==> src/rtl/uart_program_loader.sv <==
// Boot loader: assembles little-endian words from a framed UART byte stream and
// writes them to program memory while holding the core in reset.
module uart_program_loader #(
  parameter int         MEM_WORDS      = 1024,
  parameter int         TIMEOUT_CYCLES = 1000000,
  parameter logic [7:0] MAGIC          = 8'hA5
) (
  input  logic        clk,
  input  logic        reset_n,
  input  logic        i_rx_valid,
  input  logic [7:0]  i_rx_data,
  input  logic [31:0] i_pc_address,
  output logic [31:0] o_mem_address,
  output logic        o_mem_write_enable,
  output logic [31:0] o_mem_write_data,
  output logic        o_cpu_reset_n,
  output logic        o_loading,
  output logic        o_load_error,
  output logic [15:0] o_words_loaded
);

  localparam int TW = $clog2(TIMEOUT_CYCLES + 1);

  typedef enum logic [2:0] {
    S_IDLE,
    S_LEN0,
    S_LEN1,
    S_DATA,
    S_RELEASE,
    S_ERROR
  } state_t;

  state_t        r_state;
  logic [7:0]    r_len_lo;
  logic [15:0]   r_count;
  logic [15:0]   r_word_idx;
  logic [1:0]    r_byte_idx;
  logic [23:0]   r_held;
  logic [31:0]   r_waddr;
  logic [31:0]   r_wdata;
  logic          r_we;
  logic          r_load_error;
  logic [15:0]   r_words_loaded;
  logic [TW-1:0] r_timer;

  logic [15:0] w_count;
  logic        w_magic;
  logic        w_timing;
  logic        w_timeout;
  logic        w_last;
  logic        w_bad_len;

  assign w_count   = {i_rx_data, r_len_lo};
  assign w_magic   = i_rx_valid && (i_rx_data == MAGIC);
  assign w_timing  = (r_state == S_LEN0) || (r_state == S_LEN1) || (r_state == S_DATA);
  // An arriving byte always beats an expiring timer.
  assign w_timeout = w_timing && !i_rx_valid && (r_timer == TW'(TIMEOUT_CYCLES - 1));
  assign w_last    = (r_word_idx == r_count - 16'd1);
  assign w_bad_len = (w_count == 16'd0) || (int'(w_count) > MEM_WORDS);

  always_ff @(posedge clk) begin
    if (!reset_n) begin
      r_state        <= S_IDLE;
      r_len_lo       <= '0;
      r_count        <= '0;
      r_word_idx     <= '0;
      r_byte_idx     <= '0;
      r_held         <= '0;
      r_waddr        <= '0;
      r_wdata        <= '0;
      r_we           <= 1'b0;
      r_load_error   <= 1'b0;
      r_words_loaded <= '0;
      r_timer        <= '0;
    end else begin
      r_we <= 1'b0;
      if (r_we) begin
        r_word_idx     <= r_word_idx + 16'd1;
        r_words_loaded <= r_words_loaded + 16'd1;
      end

      if (!w_timing || i_rx_valid) r_timer <= '0;
      else                         r_timer <= r_timer + TW'(1);

      if (w_timeout) begin
        r_state      <= S_ERROR;
        r_load_error <= 1'b1;
      end else begin
        case (r_state)
          S_IDLE, S_ERROR: begin
            if (w_magic) begin
              r_state        <= S_LEN0;
              r_load_error   <= 1'b0;
              r_words_loaded <= '0;
              r_waddr        <= '0;
            end
          end
          S_LEN0: begin
            if (i_rx_valid) begin
              r_len_lo <= i_rx_data;
              r_state  <= S_LEN1;
            end
          end
          S_LEN1: begin
            if (i_rx_valid) begin
              r_count <= w_count;
              if (w_bad_len) begin
                r_state      <= S_ERROR;
                r_load_error <= 1'b1;
              end else begin
                r_state    <= S_DATA;
                r_byte_idx <= '0;
                r_word_idx <= '0;
              end
            end
          end
          S_DATA: begin
            if (i_rx_valid) begin
              r_byte_idx <= r_byte_idx + 2'd1;
              case (r_byte_idx)
                2'd0: r_held[7:0]   <= i_rx_data;
                2'd1: r_held[15:8]  <= i_rx_data;
                2'd2: r_held[23:16] <= i_rx_data;
                default: begin
                  r_wdata <= {i_rx_data, r_held};
                  r_waddr <= {14'd0, r_word_idx, 2'b00};
                  r_we    <= 1'b1;
                  if (w_last) r_state <= S_RELEASE;
                end
              endcase
            end
          end
          S_RELEASE: r_state <= S_IDLE;
          default:   r_state <= S_IDLE;
        endcase
      end
    end
  end

  assign o_loading          = (r_state != S_IDLE);
  assign o_cpu_reset_n      = (r_state == S_IDLE);
  assign o_mem_address      = o_loading ? r_waddr : i_pc_address;
  assign o_mem_write_enable = r_we;
  assign o_mem_write_data   = r_wdata;
  assign o_load_error       = r_load_error;
  assign o_words_loaded     = r_words_loaded;

endmodule
==> config.mk <==
export PLATFORM = sky130hd
export DESIGN_NAME = uart_program_loader
export DESIGN_NICKNAME = d
export VERILOG_FILES = /design/src/rtl/uart_program_loader.sv
export SDC_FILE = /design/constraint.sdc
export NUM_CORES = 1
export LEC_CHECK = 0
export BUFFER_PORTS_ARGS = -buffer_cell sky130_fd_sc_hd__buf_2
export CELL_PAD_IN_SITES_DETAIL_PLACEMENT = 1
export CELL_PAD_IN_SITES_GLOBAL_PLACEMENT = 1
export CORE_ASPECT_RATIO = 2
export CORE_MARGIN = 5
export CORE_UTILIZATION = 44
export CTS_CLUSTER_DIAMETER = 150
export DETAILED_ROUTE_END_ITERATION = 7
export PLACE_DENSITY_LB_ADDON = 0.1
export SLEW_MARGIN = 10
export SYNTH_ARGS = -nofsm -noshare
export SYNTH_HDL_FRONTEND = slang
export SYNTH_SLANG_ARGS = --single-unit
==> constraint.sdc <==
create_clock -name clk -period 7.69 [get_ports clk]
set_input_delay 0.769 -clock clk [delete_from_list [all_inputs] [get_ports clk]]
set_output_delay 0.769 -clock clk [all_outputs]
set_load 0.01 [all_outputs]
## Word-level counts from Yosys, hierarchy flattened

Index checks and enable logic that the tools add are counted.

| word-level totals | value |
|---|---|
| register bits | 171 |
| input bits | 43 |
| logic and storage cells | 114 |

| cells by class | value |
|---|---|
| $add $sub $neg | 5 |
| $lt $le $gt $ge | 1 |
| equality and inequality tests | 23 |
| mux-type cells | 33 |
| bitwise gates (word level) | 5 |
| reduce and logical (&&, ||, !) cells | 32 |

Operators by type and width:

| cell | number |
|---|---|
| 16-bit two-way mux | 9 |
| 32-bit two-way mux | 4 |
| 32-bit case mux with 2 select lines | 1 |
| 16-bit by 1-bit adder with 16-bit output, second input constant | 2 |
| 3-bit two-way mux | 8 |
| 3-bit inequality test, second input constant | 7 |
| 20-bit by 1-bit adder with 20-bit output, second input constant | 1 |
| 20-bit == test, second input constant | 1 |
| 4-bit AND reduction | 5 |
| 16-bit == test | 1 |
| 16-bit by 11-bit greater-than comparator with 1-bit output, second input constant | 1 |
| 16-bit logical NOT | 1 |
| 16-bit by 1-bit subtractor with 16-bit output, second input constant | 1 |
| 2-bit inequality test, second input constant | 7 |
| 3-bit case mux with 4 select lines | 1 |
| 6-bit AND reduction | 2 |
| 5-bit AND reduction | 2 |
| 8-bit == test, second input constant | 1 |
| 3-bit by 2-bit == test with 1-bit output, second input constant | 2 |
| 2-bit two-way mux | 3 |
| 3-bit AND reduction | 2 |
| 3-bit nonzero test | 2 |
| 2-bit OR reduction | 3 |
| 1-bit two-way mux | 5 |
| 16 further kinds | 27 |

## Depth between registers and ports, before layout

| depth | value |
|---|---|
| depth after elaboration | 7 |
| gate-level depth with buffers | 11 |
| gate-level depth less buffers | 9 |

## Worst setup path after synthesis

Ideal clock, no wire load.

| timing path | value |
|---|---|
| path type | in2reg |
| from | input port i_rx_data[6] |
| to | register r_state[1] |
| library setup time | 0.134 ns |
| arrival | 2.704 ns |
| required time | 7.556 ns |
| slack | 4.852 ns |
| stages | 8 |
| buffers on the path | 1 |
| cells stage by stage | or3_4 > or4b_4 > buf_6 > nor2b_4 > nor4_1 > nand4_1 > o32ai_1 > o32ai_1 |

| between the ends | value |
|---|---|
| cells in the longest elaborated chain, start to end | 5 |

Ends and longest elaborated chain:

| what | line | source |
|---|---|---|
| from (decl) | 11 | `input logic [7:0] i_rx_data,` |
| 16-bit by 11-bit greater-than comparator with 1-bit output / 16-bit logical NOT (equally long branches) | 59 | `assign w_bad_len = (w_count == 16'd0) \|\| (int'(w_count) > MEM_WORDS);` |
| 1-bit logical OR | 59 |  |
| 3-bit two-way mux | 107 | `if (w_bad_len) begin` |
| 3-bit two-way mux | 105 | `if (i_rx_valid) begin` |
| 3-bit case mux with 4 select lines | 89 | `case (r_state)` |
| to (signal assigned) | 63 | `r_state <= S_IDLE;` |
| to (signal assigned) | 92 | `r_state <= S_LEN0;` |
| to (signal assigned) | 108 | `r_state <= S_ERROR;` |
| to (decl) | 33 | `state_t r_state;` |

Parallel ways exist; a longest one is shown, timed or not. The select of a mux whose other input is x is not followed.
A chain may end at the register's enable or synchronous reset.

## Final worst setup path

| timing path | value |
|---|---|
| from | register r_state[1] |
| to | register r_wdata[9] (netlist: o_mem_write_data[9]) |

| between the ends | value |
|---|---|
| cells in the longest elaborated chain, start to end | 7 |

Ends and longest elaborated chain:

| what | line | source |
|---|---|---|
| from (signal assigned) | 63 |  |
| from (signal assigned) | 86 | `r_state <= S_ERROR;` |
| from (signal assigned) | 92 |  |
| 3-bit by 1-bit == test with 1-bit output / 3-bit by 2-bit == test with 1-bit output (equally long branches) | 55 | `assign w_timing = (r_state == S_LEN0) \|\| (r_state == S_LEN1) \|\| (r_state == S_DATA);` |
| 1-bit logical OR (2 in a row) | 55 |  |
| 1-bit logical AND (2 in a row) | 57 | `assign w_timeout = w_timing && !i_rx_valid && (r_timer == TW'(TIMEOUT_CYCLES - 1));` |
| 1-bit inverter (no source line) | n/a |  |
| 4-bit AND reduction (no source line) * | n/a |  |
| to (signal assigned) | 125 | `r_wdata <= {i_rx_data, r_held};` |
| to (decl) | 40 | `logic [31:0] r_wdata;` |

Mark *: on every way between the ends. The rest lies on a longest branch, timed or not.

==> impl_metrics.tcl <==
set metrics [dict create \
    status "complete, no violations" \
    portBuffers 126 \
    power_switching_mw 0.427 \
    holdPathStages 2 \
    cp_slowest_stage_delay_ns 1.04 \
    cts_tree "built" \
    slew_viol_final 0 \
    tightest_slew_ns 1.20 \
    cts_root_buffer "clkbuf_16" \
    peakVddDrop_mv 0.155 \
    drive_gt1_share_pct 19.6 \
    h-tree-depth 4 \
    swShare_pct 24.1 \
    hold_viol_final 0 \
    grt.total_usage_pct 21.2 \
    drc 0 \
    fin_util_pct 52.9 \
    rsz0062_at_grt "no" \
    synthArstFlopShare_pct 0 \
    path_cells "nor2b_1 > and2_1 > and3_1 > nand2_1 > a21oi_1" \
    syn_area_per_cell_um2 8.33 \
    grt_max_degree 100 \
    nFillCells 1925 \
    p_per_area_nw_per_um2 214 \
    tns_ns 0 \
    whs_ns 0.448 \
    num_antenna_cells 0 \
    area_delta_synth_final_pct 18.7 \
    power.static_leakage_nw 3.37 \
    cp_slowest_cell "and3_1" \
    synth_cell_type_count 55 \
    dieArea_um2 18700 \
    ys_ff_latch 155 \
    fin_crit_sh_pct 42.5 \
    clock_sinks 155 \
    fin_skew_ns 0.00623 \
    power.share.clock_pct 48.1 \
    max_freq_mhz 306 \
    syn_area_um2 7000 \
    drt_pass1_iterations 4 \
    slew_headroom_pct 19.4 \
    grt_pass1_vias 6568 \
    finalCriticalPeriod_ns 3.26 \
    ant_nets 0 \
    rows 65 \
    synth_edf_count 0 \
    wl_per_cell_um 16.6 \
    synth-seq-area-share_pct 44.4 \
    multi_input_area_um2 3650 \
    antenna_found_initial 0 \
    p_comb_share_pct 6.3 \
    place_congestion 0.809 \
    intPower_mw 1.35 \
    yosysMostFrequentCell "dfxtp_1" \
    total_power_mw 1.77 \
    synth_common_cells "dfxtp_1, nand2_1, nor2_1" \
    synth_top_area_share_pct 44.4 \
    worstSetupStartpointType "flip-flop" \
    p_seq_share_pct 45.6 \
    max_cap_viol_count 0 \
    cts_buffers 17 \
    crit_type "reg2reg" \
    min_path_type "reg2reg" \
    synthTopCellsByArea "dfxtp_1, nand2_1, a21oi_1" \
    ff2ff_path_depth 5 \
    nets 989 \
    cts-resized-gates 0 \
    via_count 6167 \
    die_y_um 188 \
    crit_arrival_ns 3.62 \
    yosysTopAreaCell "dfxtp_1" \
    synth_cells 840 \
    clock_latency_ns 0.43 \
    grt_first_pass_wirelength_um 32500 \
    clk_pin_slew_worst_paths_ns 0.07 \
    clockBufferDepth 2 \
    cp.depth 5 \
    cp.required_ns 8.04 \
    core_area_um2 15700 \
    grt_overflow 0 \
    die_width_um 99.2 \
    initial_core_util_pct 44.6 \
    post_cts_buffers 0 \
    syn-num-nets 891 \
    ys.flop_type "dfxtp_1" \
    setup_viol 0 \
    setup.worst_path.end_class "flip-flop" \
    io-pin-count 127 \
    hold_buffers 0 \
    hpwl_um 14200 \
    crit_family "simple AND/OR/NAND/NOR gates" \
    synth_warnings 0 \
    cp.buffers_inverters 0 \
    drtIter0Drc 238 \
    via_per_inst 5.35 \
    seq_area_um2 3100 \
    wl_um 19200 \
    worst-path-max-fanout 32 \
]
==> layer usage <==
metal	routed length [µm]	vias to the layer above	GRT usage, %
met3	873	28	4.74
met5	0	-	0
met2	10700	132	41.3
met1	7120	2969	21.3
met4	419	0	7.52
li1	-	3038	-
==> final cells by class <==
| cell class | instances | area share (%) |
|---|---|---|
| inverter | 14 | 0.633 |
| timing repair buffer | 129 | 7.86 |
| clock inverter | 13 | 1.88 |
| sequential | 155 | 37.4 |
| clock buffer | 19 | 5.33 |
| multi-input combinational | 621 | 43.9 |
| tap | 201 | 3.03 |
==> final timing paths <==
| check | end | from | slack (ns) |
|---|---|---|---|
| worst max-delay path | o_mem_write_data[9] | r_state[1] | 4.43 |
| worst min-delay path | r_waddr[16] | r_waddr[16] | 0.45 |
| worst max register to register | o_mem_write_data[9] | r_state[1] | 4.43 |
| worst min register to register | r_waddr[16] | r_waddr[16] | 0.45 |
==> power groups by stage <==
stage	combinational, mW	clock (mW)	sequential (mW)
final	0.112	0.853	0.809
after global routing	0.122	0.910	0.809
after CTS	0.114	0.873	0.809
after detailed placement	0.114	0	0.827
after global placement	0.110	0	0.827
after floorplan	0.0688	0	0.825
==> kinds of logic after synthesis <==
group                      after synthesis  share of synthesized area [%]
AOI/OAI and AO/OA                      114                           9.14
and+or+nand+nor                        386                           25.9
buffers and inverters                   64                           3.65
adders and majority gates                8                           1.43
DFF                                    155                           44.4
muxes                                   52                           7.73
xor gates and xnor gates                61                           7.83
==> tightest hold or removal path, delay by kind of cell (launching register included) <==
kind / cells / cell delay, ns
DFF: 1 / 0.31
and+or+nand+nor: 1 / 0.05
AOI/OAI and AO/OA: 1 / 0.05
==> registers in the layout (all words and copies together), names as in the netlist <==
signal	cells
r_timer	20
o_words_loaded	16
r_count	16
o_mem_write_enable	1
r_held	24
r_state	3
o_mem_write_data	32
o_load_error	1
r_waddr	16
r_byte_idx	2
r_len_lo	8
r_word_idx	16
==> stage by stage <==
step           cells  cell area [µm²]  setup WS (ns)
6_report        1152             8310           4.43
5_1_grt         1152             8310           4.05
4_1_cts         1152             8300           4.41
3_5_place_dp    1120             7700           4.37
3_3_place_gp    1120             7700           4.46
2_1_floorplan    840             7000           4.85
==> layout by cell type, fill, tap and decap left out, types with 17 or more instances in the layout <==
cell	count
buf_2	126
a21oi_1	80
mux2i_1	36
and2_1	20
clkbuf_16	17
xnor2_1	26
nand4_1	19
dfxtp_1	155
nor2_1	100
nand2_1	140
xor2_1	34
nand3_1	37
Note: power is estimated with default switching activity, not from simulation.
